--- src/rtl/proc_io_pkg.sv ---
// Shared constants and elaboration helpers for the proc_fx I/O bridge.
package proc_io_pkg;

  localparam int IOB_MAX_CH    = 16;
  localparam int IOB_MAX_DEPTH = 64;

  function automatic int clog2_min1(input int n);
    return (n > 1) ? $clog2(n) : 1;
  endfunction

  function automatic bit fdepth_ok(input int d);
    return (d >= 2) && (d <= IOB_MAX_DEPTH) && ((d & (d - 1)) == 0);
  endfunction

endpackage

--- src/rtl/io_chan_fifo.sv ---
// Single-channel word FIFO: independent wrapping pointers plus an occupancy count.
// A push into a full FIFO is accepted only when a valid pop frees the slot in the same cycle.
module io_chan_fifo
  import proc_io_pkg::*;
#(
  parameter int NUBITS = 32,
  parameter int FDEPTH = 4,
  localparam int PW = clog2_min1(FDEPTH),
  localparam int CW = PW + 1
) (
  input  logic              clk,
  input  logic              rst,
  input  logic              push,
  input  logic              pop,
  input  logic [NUBITS-1:0] din,
  output logic [NUBITS-1:0] head,
  output logic              full,
  output logic              empty,
  output logic [CW-1:0]     count
);

  logic [NUBITS-1:0] mem [FDEPTH];
  logic [PW-1:0]     wr_ptr;
  logic [PW-1:0]     rd_ptr;
  logic              pop_ok;
  logic              push_ok;
  logic [CW-1:0]     count_nxt;

  assign pop_ok  = pop & ~empty;
  assign push_ok = push & (~full | pop_ok);

  always_comb begin
    count_nxt = count;
    if (push_ok && !pop_ok) begin
      count_nxt = count + 1'b1;
    end else if (pop_ok && !push_ok) begin
      count_nxt = count - 1'b1;
    end
  end

  always_ff @(posedge clk) begin
    if (rst) begin
      wr_ptr <= '0;
      rd_ptr <= '0;
      count  <= '0;
      full   <= 1'b0;
      empty  <= 1'b1;
    end else begin
      if (push_ok) wr_ptr <= wr_ptr + 1'b1;
      if (pop_ok)  rd_ptr <= rd_ptr + 1'b1;
      count <= count_nxt;
      full  <= (count_nxt == CW'(FDEPTH));
      empty <= (count_nxt == '0);
    end
  end

  // Storage is not reset; the empty mask keeps stale words off the head.
  always_ff @(posedge clk) begin
    if (push_ok) mem[wr_ptr] <= din;
  end

  assign head = empty ? '0 : mem[rd_ptr];

endmodule

--- src/rtl/proc_io_bridge.sv ---
// Buffered bridge between a proc_fx single-word I/O port and NUIOIN/NUIOOU handshake channels.
// Define IOB_FLAGS_EN to add the sticky err_ovf/err_udf flag ports.
module proc_io_bridge
  import proc_io_pkg::*;
#(
  parameter int NUBITS = 32,
  parameter int NUIOIN = 2,
  parameter int NUIOOU = 2,
  parameter int FDEPTH = 4,
  localparam int AIW = clog2_min1(NUIOIN),
  localparam int AOW = clog2_min1(NUIOOU)
) (
  input  logic                     clk,
  input  logic                     rst,
  input  logic                     proc_req_in,
  input  logic [AIW-1:0]           proc_addr_in,
  output logic [NUBITS-1:0]        proc_din,
  input  logic                     proc_out_en,
  input  logic [AOW-1:0]           proc_addr_out,
  input  logic [NUBITS-1:0]        proc_dout,
  input  logic [NUIOIN*NUBITS-1:0] in_data,
  input  logic [NUIOIN-1:0]        in_valid,
  output logic [NUIOIN-1:0]        in_ready,
  output logic [NUIOOU*NUBITS-1:0] out_data,
  output logic [NUIOOU-1:0]        out_valid,
  input  logic [NUIOOU-1:0]        out_ready
`ifdef IOB_FLAGS_EN
  ,
  output logic [NUIOOU-1:0]        err_ovf,
  output logic [NUIOIN-1:0]        err_udf
`endif
);

  localparam int CW = clog2_min1(FDEPTH) + 1;

  if (!fdepth_ok(FDEPTH) || NUIOIN < 1 || NUIOIN > IOB_MAX_CH ||
      NUIOOU < 1 || NUIOOU > IOB_MAX_CH) begin : g_bad_cfg
    $error("proc_io_bridge: illegal channel count or FIFO depth");
  end

  logic [NUIOIN-1:0] rd_sel;
  logic [NUIOIN-1:0] in_pop;
  logic [NUIOIN-1:0] in_empty;
  logic [NUBITS-1:0] rd_word [NUIOIN];
  logic [NUIOOU-1:0] wr_sel;
  logic [NUIOOU-1:0] out_pop;
`ifdef IOB_FLAGS_EN
  logic [NUIOOU-1:0] ovf_evt;
`endif

  // Input side: external push, processor pop with a per-channel hold register.
  for (genvar k = 0; k < NUIOIN; k++) begin : g_in
    logic [CW-1:0]     cnt;
    logic [NUBITS-1:0] head;
    logic [NUBITS-1:0] hold;
    logic              unused_full;

    assign rd_sel[k] = (proc_addr_in == AIW'(k));
    assign in_pop[k] = proc_req_in & rd_sel[k];

    io_chan_fifo #(.NUBITS(NUBITS), .FDEPTH(FDEPTH)) u_fifo (
      .clk,
      .rst,
      .push  (in_valid[k] & in_ready[k]),
      .pop   (in_pop[k]),
      .din   (in_data[k*NUBITS +: NUBITS]),
      .head  (head),
      .full  (unused_full),
      .empty (in_empty[k]),
      .count (cnt)
    );

    assign in_ready[k] = (cnt < CW'(FDEPTH));

    always_ff @(posedge clk) begin
      if (rst) begin
        hold <= '0;
      end else if (in_pop[k] && !in_empty[k]) begin
        hold <= head;
      end
    end

    assign rd_word[k] = in_empty[k] ? hold : head;
  end

  // Out-of-range addresses select no channel and read back as zero.
  always_comb begin
    proc_din = '0;
    for (int k = 0; k < NUIOIN; k++) begin
      if (rd_sel[k]) proc_din = rd_word[k];
    end
  end

  // Output side: processor push, external pop.
  for (genvar j = 0; j < NUIOOU; j++) begin : g_out
    logic [CW-1:0] cnt;
    logic          full;
    logic          unused_empty;

    assign wr_sel[j]  = proc_out_en & (proc_addr_out == AOW'(j));
    assign out_pop[j] = out_valid[j] & out_ready[j];

    io_chan_fifo #(.NUBITS(NUBITS), .FDEPTH(FDEPTH)) u_fifo (
      .clk,
      .rst,
      .push  (wr_sel[j]),
      .pop   (out_pop[j]),
      .din   (proc_dout),
      .head  (out_data[j*NUBITS +: NUBITS]),
      .full  (full),
      .empty (unused_empty),
      .count (cnt)
    );

    assign out_valid[j] = (cnt != '0);

`ifdef IOB_FLAGS_EN
    assign ovf_evt[j] = wr_sel[j] & full & ~out_pop[j];
`else
    logic unused_full;
    assign unused_full = full;
`endif
  end

`ifdef IOB_FLAGS_EN
  always_ff @(posedge clk) begin
    if (rst) begin
      err_ovf <= '0;
      err_udf <= '0;
    end else begin
      err_ovf <= err_ovf | ovf_evt;
      err_udf <= err_udf | (in_pop & in_empty);
    end
  end
`endif

endmodule

--- config.mk ---
export PLATFORM = sky130hd
export DESIGN_NAME = proc_io_bridge
export DESIGN_NICKNAME = d
export VERILOG_FILES = /design/src/rtl/proc_io_pkg.sv /design/src/rtl/io_chan_fifo.sv /design/src/rtl/proc_io_bridge.sv
export SDC_FILE = /design/constraint.sdc
export NUM_CORES = 1
export LEC_CHECK = 0
export CORE_ASPECT_RATIO = 1.1
export CORE_MARGIN = 4
export CORE_UTILIZATION = 58
export DETAILED_ROUTE_END_ITERATION = 10
export MAX_ROUTING_LAYER = met4
export PLACE_DENSITY_LB_ADDON = 0.15
export SYNTH_ARGS = -nofsm -noshare
export SYNTH_HDL_FRONTEND = slang
export SYNTH_SLANG_ARGS = --single-unit
--- constraint.sdc ---
create_clock -name clk -period 3.8 [get_ports clk]
set_clock_uncertainty 0.1 [all_clocks]
set_input_delay 0.38 -clock clk [delete_from_list [all_inputs] [get_ports clk]]
set_output_delay 0.38 -clock clk [all_outputs]
set_load 0.02 [all_outputs]
==> key figures, run 1 <==
STA
  • Hold Vio Cnt, Final: 0
  • Setup_tns: 0 ns
  • Final Cycle Share: 97.3%
  • Max Slew Vio Count: 0
  • Fmax: ~270 MHz
  • RSZ-0062 raised after global routing: no
  • Final Setup Violations: 0
  • Fin crit period: between 3 and 4 ns
  • Slew Limit Headroom: 49.3%
  • Slew of the pin with the lowest slew margin: 0.760 ns

Clocking
  • Setup Buffers After CTS: 0
  • CTS resizes: 0
  • CTS Buffer Depth: 3
  • Clock latency on the worst-skew pair: 0.61 ns
  • CTS tree: yes
  • CTS Sinks: a little over 600
  • H-tree Lvls: 2
  • CTS root buf: clkbuf_16
  • Num CTS Buffers: between 50 and 60
  • CTS clk-pin slew, worst paths: 0.06 ns
  • Hold_buf cts: 0

Setup path
  • Worst path bufs/invs: 2
  • Flop2flop setup slack: between 1 and 1.5 ns
  • Startpoint Class: flop
  • Crit Path Category: reg2out
  • Slowest CP cell: clkdlybuf4s50_1
  • Top cell family by delay on the critical path: buffers and inverters
  • CP cell instances: buf_12 > mux4_2 > nor2b_1 > a211oi_1 > a21oi_1 > clkdlybuf4s50_1
  • CP required: approximately 3.3 ns
  • Arr. time, crit path: between 3 and 4 ns
  • Crit path max fanout: 26
  • Critical Path End Type: output port
  • Max stage delay on crit path: ~0.58 ns

Place
  • Hpwl dp: about 31000 um
  • Gpl congestion: between 0.8 and 0.9
  • Buffers added on ports: a little over 200

Logic synthesis
  • Post-synth cell types: 43
  • FFs w/ async S/R, synth: 0%
  • Number of synthesized flops with an enable pin: 512
  • Top-area cell type share of the netlist area: between 60 and 70%
  • Register bit count reported by yosys: 620
  • Synthesized instance count: 1422
  • Top_reg_cell synth: edfxtp_1
  • Seq/Total Area, Yosys: between 70% and 80%
  • Mean Syn Cell Area: between 15 and 20 um2
  • Synth Net Count: around 1.6k
  • Synth area leaders: edfxtp_1 63%, mux4_2 12%, dfxtp_1 8.9%, nor2b_1 2.5%, nand2_1 2.3%
  • Netlist area before placement: roughly 24000 um2
  • Leading area contributor after synthesis: edfxtp_1
  • YS warnings: 0

Die
  • Die Wd: around 200 um
  • Row cnt: 78
  • Core Area: approximately 41000 um2
  • Ports: approximately 200
  • Die Ht: about 220 um
  • DIE AREA: approximately 45000 um2
  • Starting Density: around 60%

Route
  • Final ANT Viol Nets: 0
  • DR WL/cell: 22.7 um
  • Drt first pass iters: 5
  • DRT Wirelength: between 50000 and 60000 um
  • # DRC: 0
  • Via count: approximately 13k
  • Vias per cell: between 5 and 6
  • DR iter-0 viols: about 910

Global route
  • Number of global-route vias before repair: roughly 13k
  • GRT overflow: 0
  • Largest net degree at the start of global routing: between 60 and 70
  • GRT Total Usage: approximately a quarter
  • Initial antenna violation count: 3
  • First-pass GRT wire length: 78400 um

Power and ir drop
  • Pwr Density: 586 nW/um2
  • Total power draw: between 15000 and 20000 uW
  • Peak VDD IR: a little under 500 uV
  • Lkg Pwr: 0.00935 uW

Min path
  • HP Class: in2reg

Run
  • Maxcap violations: 0

Finish
  • Fraction of layout cells with a size suffix above 1: 15.7%
  • Area grow syn2layout: 18.9%
  • Layout Nets: 1779

Run status
  • Status: finished, final reports clean
## path summary, 6_finish.rpt
check,startpoint,to,cells past startpoint
worst max register to register,g_out[0].u_fifo.count[1]$_SDFF_PP0_,g_out[0].u_fifo.mem[0][15]$_DFFE_PP_,8
worst min register to register,g_in[1].hold[16]$_SDFFE_PP0P_,g_in[1].hold[16]$_SDFFE_PP0P_,2
worst min-delay path,rst,g_out[1].u_fifo.count[0]$_SDFF_PP0_,2
worst max-delay path,flop,proc_din[30],6
## cell families after synthesis
logic type	count (synthesis)	share of synthesized area [%]
AO/OA/AOI/OAI	168	4.09
XOR/XNOR	16	0.577
adder cells (fa/ha/maj)	26	1.34
buffers and inverters	101	1.79
flip-flops	620	72.2
multiplexers	164	13.3
AND/OR/NAND/NOR	327	6.66
## synthesized netlist by cell type, drive strengths merged, types with 11 or more instances
cell    count
and2       17
a211oi     35
o21ai      11
inv        22
mux4      128
xnor2      11
edfxtp    512
mux2i      36
a21oi     106
nand2     151
clkbuf     47
buf        32
ha         26
nor2       30
dfxtp     108
nor2b      98
## report_power, final
group          switching (uW)  total, uW  internal, uW
clock network            2400       5560          3160
logic                    1840       3270          1440
registers                 250       8090          7840
## routing by layer
metal / share of wire, % / global-route usage [%] / vias to the layer above
met5: 0 / - / -
met4: 2.4 / 6.22 / 0
met3: 6.3 / 4.69 / 75
met2: 53 / 40.3 / 375
met1: 38 / 28.8 / 6552
li1: - / - / 5907
## flip-flops by register name (all words and copies together), names as in the netlist, 4 cells and up, named ones only
signal and flops:
g_in.u_fifo.count 6, g_out.u_fifo.wr_ptr 4, g_in.u_fifo.wr_ptr 4, g_out.u_fifo.rd_ptr 4, g_in.hold 64, g_out.u_fifo.mem 256, g_in.u_fifo.mem 256, g_out.u_fifo.count 6
g_in.u_fifo.rd_ptr 4
## layout by cell type (no fill, tap or decap), types with 13 or more instances in the layout
cell and n:
dfxtp_1 102, clkinv_1 13, a21oi_1 105, buf_4 36
nand2_1 151, mux4_2 128, nor2b_1 98, clkbuf_16 58
edfxtp_1 512, clkdlybuf4s50_1 203, ha_1 26, nor2_1 30
and2_1 17, a211oi_1 34, inv_1 22, clkbuf_1 13
mux2i_1 36
## layout make-up
| class | count | area [um2] |
|---|---|---|
| Clock buffer | 72 | 1510 |
| Timing Repair Buffer | 244 | 2390 |
| Fill cell | 2720 | 12400 |
| Multi-Input combinational cell | 701 | 6330 |
| Clock inverter | 36 | 317 |
| Sequential cell | 620 | 17500 |
| Antenna cell | 3 | 7.51 |
| Tap cell | 560 | 701 |
| Inverter | 22 | 82.6 |
## through the flow
stage	cell area (um2)	cells	util, %	setup WS [ns]	hold WS (ns)
2_1_floorplan	24300	1422	-	1.05	0.336
3_3_place_gp	27000	2147	65.5	0.709	0.341
3_5_place_dp	27000	2147	65.5	0.706	0.348
4_1_cts	28900	2255	69.9	0.0420	0.198
5_1_grt	28900	2258	70.0	0.000820	0.237
6_report	28900	2258	70.0	0.101	0.200
Power figures use the tool's default switching activity.
==> run 2, diff against run 1 <==
--- a/config.mk
+++ b/config.mk
@@ -7,7 +7,7 @@
 export LEC_CHECK = 0
 export CORE_ASPECT_RATIO = 1.1
 export CORE_MARGIN = 4
-export CORE_UTILIZATION = 58
+export CORE_UTILIZATION = 52
 export DETAILED_ROUTE_END_ITERATION = 10
 export MAX_ROUTING_LAYER = met4
 export PLACE_DENSITY_LB_ADDON = 0.15
==> constraint.sdc (replaced) <==
create_clock -name clk -period 3.2 [get_ports clk]
set_clock_uncertainty 0.1 [all_clocks]
set_input_delay 0.32 -clock clk [delete_from_list [all_inputs] [get_ports clk]]
set_output_delay 0.32 -clock clk [all_outputs]
set_load 0.02 [all_outputs]
==> run 2 against run 1 <==
Combinational power rose by 25%. Via count rose by 1.7%. Register-to-register slack got worse by 0.39 ns. Die area rose by 11%. Non-clock buffer count rose by 10. Setup slack got worse by 0.031 ns. Critical path depth fell by 1. Cell count rose by 2.1%. Clock power rose by 28%. First-iteration DRC count fell by 8.2%. Sequential power rose by 19%. Hold slack got worse by 0.013 ns. Largest cell class unchanged. Largest power group unchanged.
==> key figures, run 2 (synthesis results as in run 1) <==
STA
  • Max Slew Vio Count: 0 (unchanged)
  • RSZ-0062 raised after global routing: no
  • Setup_tns: 0 ns (unchanged)
  • Fmax: approximately 320 MHz
  • Slew Limit Headroom: 45.8% (-3.5 points)
  • Fin crit period: roughly 3.1 ns
  • Final Setup Violations: 0 (unchanged)
  • Hold Vio Cnt, Final: 0 (unchanged)
  • Final Cycle Share: 97.8%
  • Slew of the pin with the lowest slew margin: 0.813 ns (+0.0531 ns)

Power and ir drop
  • Pwr Density: 703 nW/um2 (+20%)
  • Peak VDD IR: 522 uV (+6.2%)
  • Lkg Pwr: 0.00967 uW (+3.4%)

Finish
  • Fraction of layout cells with a size suffix above 1: 18.1% (+2.4 points)
  • Most frequent cells in the layout: 512 x edfxtp_1, 172 x clkdlybuf4s50_1, 151 x nand2_1, 128 x mux4_2, 105 x a21oi_1
  • Layout Nets: 1791 (+0.67%)
  • Commonest non-fill, non-tap cell in the layout: edfxtp_1
  • Area of the multi-input gates: 6430 um2 (+1.6%)
  • Storage element area: 17500 um2 (about the same)
  • Largest registers: g_in.u_fifo.mem x256, g_out.u_fifo.mem x256, g_in.hold x64
  • Area grow syn2layout: 21.8%
  • Layout fillers: 3230 (+19%)
  • Cell Count, Final, Fillers Out: 2305 (+2.1%)

Die
  • Starting Density: 53.0% (-5.9 points)
  • DIE AREA: 50200 um2 (+11%)
  • Die Wd: 214 um (+5.4%)
  • Ports: 206 (unchanged)
  • Row cnt: 82 (+5.1%)
  • Die Ht: 235 um (+5.4%)
  • Core Area: 45900 um2 (+11%)

Route
  • Final ANT Viol Nets: 0 (unchanged)
  • Via count: 13.1k (+1.7%)
  • DR WL/cell: 23.4 um (+3.1%)
  • DRT Wirelength: 54000 um (+5.2%)
  • # DRC: 0 (unchanged)
  • DR iter-0 viols: 836 (-8.2%)
  • Vias per cell: 5.69 (-0.42%)
  • Drt first pass iters: 5 (unchanged)

Clocking
  • CTS clk-pin slew, worst paths: 0.06 ns (about the same)
  • CTS Buffer Depth: 3 (unchanged)
  • Num CTS Buffers: 60 (+3.4%)
  • Clock latency on the worst-skew pair: 0.60 ns (about the same)
  • Setup Buffers After CTS: 0 (unchanged)
  • CTS tree: yes
  • CTS root buf: clkbuf_16
  • H-tree Lvls: 2 (unchanged)
  • CTS Sinks: 620 (unchanged)

Setup path
  • Worst r2r src: g_out[0].u_fifo.count[1]$_SDFF_PP0_
  • Worst r2r dst: g_out[0].u_fifo.mem[0][12]$_DFFE_PP_
  • Top cell family by delay on the critical path: multiplexers
  • Slowest CP cell: mux4_2
  • CP required: 2.78 ns (-0.54 ns)
  • Arr. time, crit path: 2.71 ns (-0.51 ns)
  • FF-to-FF path depth: 8 (unchanged)
  • Crit Path Category: reg2out
  • Worst path bufs/invs: 2 (unchanged)
  • CP cell instances: bufbuf_16 > mux4_2 > mux2i_1 > a21oi_1 > dlygate4sd2_1
  • Max stage delay on crit path: 0.55 ns (-0.03 ns)
  • Startpoint Class: flop
  • Flop2flop setup slack: 0.74 ns (-0.39 ns)
  • Critical Path End Type: output port
  • Crit path max fanout: 16 (-38%)

Global route
  • Initial antenna violation count: 6 (+3)
  • Largest net degree at the start of global routing: 57 (-12%)
  • GRT overflow: 0 (unchanged)
  • Number of global-route vias before repair: 13.6k (+2.5%)
  • First-pass GRT wire length: 82900 um (+5.6%)
  • GRT Total Usage: 22.1% (-1.3 points)

Place
  • Placed cells: 2183 (+1.7%)
  • Buffers added on ports: 205 (unchanged)
  • Gpl congestion: 0.827 (+2.6%)
  • Hpwl dp: 32700 um (+4.8%)

Min path
  • Hold Path Depth: 2 (unchanged)
  • HP Class: in2reg
  • Worst Hold End: g_in[0].u_fifo.wr_ptr[1]$_SDFFE_PP0P_
  • Hold_sp: rst

Run status
  • Status: finished, final reports clean

Run
  • Maxcap violations: 0 (unchanged)
run 2: cell types whose count changed in the layout (fill, tap and decap cells not counted), sizes merged:
| cell | before | now |
|---|---|---|
| dlygate4sd2 | 0 | 26 |
| bufbuf | 0 | 2 |
| clkdlybuf4s15 | 0 | 2 |
| clkbuf | 72 | 81 |
| clkinv | 26 | 25 |
| buf | 41 | 49 |
| diode | 3 | 6 |
| clkdlybuf4s50 | 203 | 172 |
| bufinv | 5 | 6 |
run 2: how the worst max path moves through the flow:
stage,from,to,slack (ns),cells after the start
final,flop,proc_din[2],0.07,5
after global routing,flop,proc_din[18],0.004,6
after CTS,flop,proc_din[29],0.01,6
after detailed placement,flop,proc_din[21],0.38,6
after global placement,flop,proc_din[21],0.38,6
after floorplan,g_out[0].u_fifo.count[0]$_SDFF_PP0_,g_out[0].u_fifo.mem[1][0]$_DFFE_PP_,0.45,7
run 2: per-layer routing:
layer | vias to the layer above | share of wire (%) | GRT usage [%]
met5 | - | 0 | -
met4 | 0 | 1.9 | 5.62
met3 | 61 | 6.3 | 4.48
met2 | 385 | 51 | 36.8
met1 | 6741 | 41 | 28.4
li1 | 5936 | - | -
run 2: metrics by stage:
stage	util [%]	total power, uW	worst slack, ns	cell area (um2)	hold slack, ns
floorplan	-	12100	0.446	24300	0.308
global placement	59.8	13800	0.377	27400	0.341
detailed placement	59.8	13900	0.380	27400	0.348
CTS	64.4	21000	0.0107	29500	0.144
global route	64.5	21700	0.00419	29600	0.187
finish	64.5	20800	0.0701	29600	0.187
run 2: where the power goes:
part	switching (uW)	leakage [uW]	internal, uW
clock	2930	0.000995	4190
combinational	2290	0.00312	1790
sequential	296	0.00555	9310
total	5510	0.00967	15300
run 2: layout make-up:
type / instances / area share, %
Sequential cell: 620 / 59.3
Multi-Input combinational cell: 701 / 21.7
Timing Repair Buffer: 254 / 9.26
Clock buffer: 78 / 5.68
Tap cell: 588 / 2.49
Clock inverter: 36 / 1.18
Inverter: 22 / 0.279
Antenna cell: 6 / 0.0508
run 2: repair_timing:
action / in CTS / in global routing
hold buffers: 0 / 0
endpoints found under the setup margin: 33 / 25
resized for setup: 46 / 15
gates cloned: 2 / 0
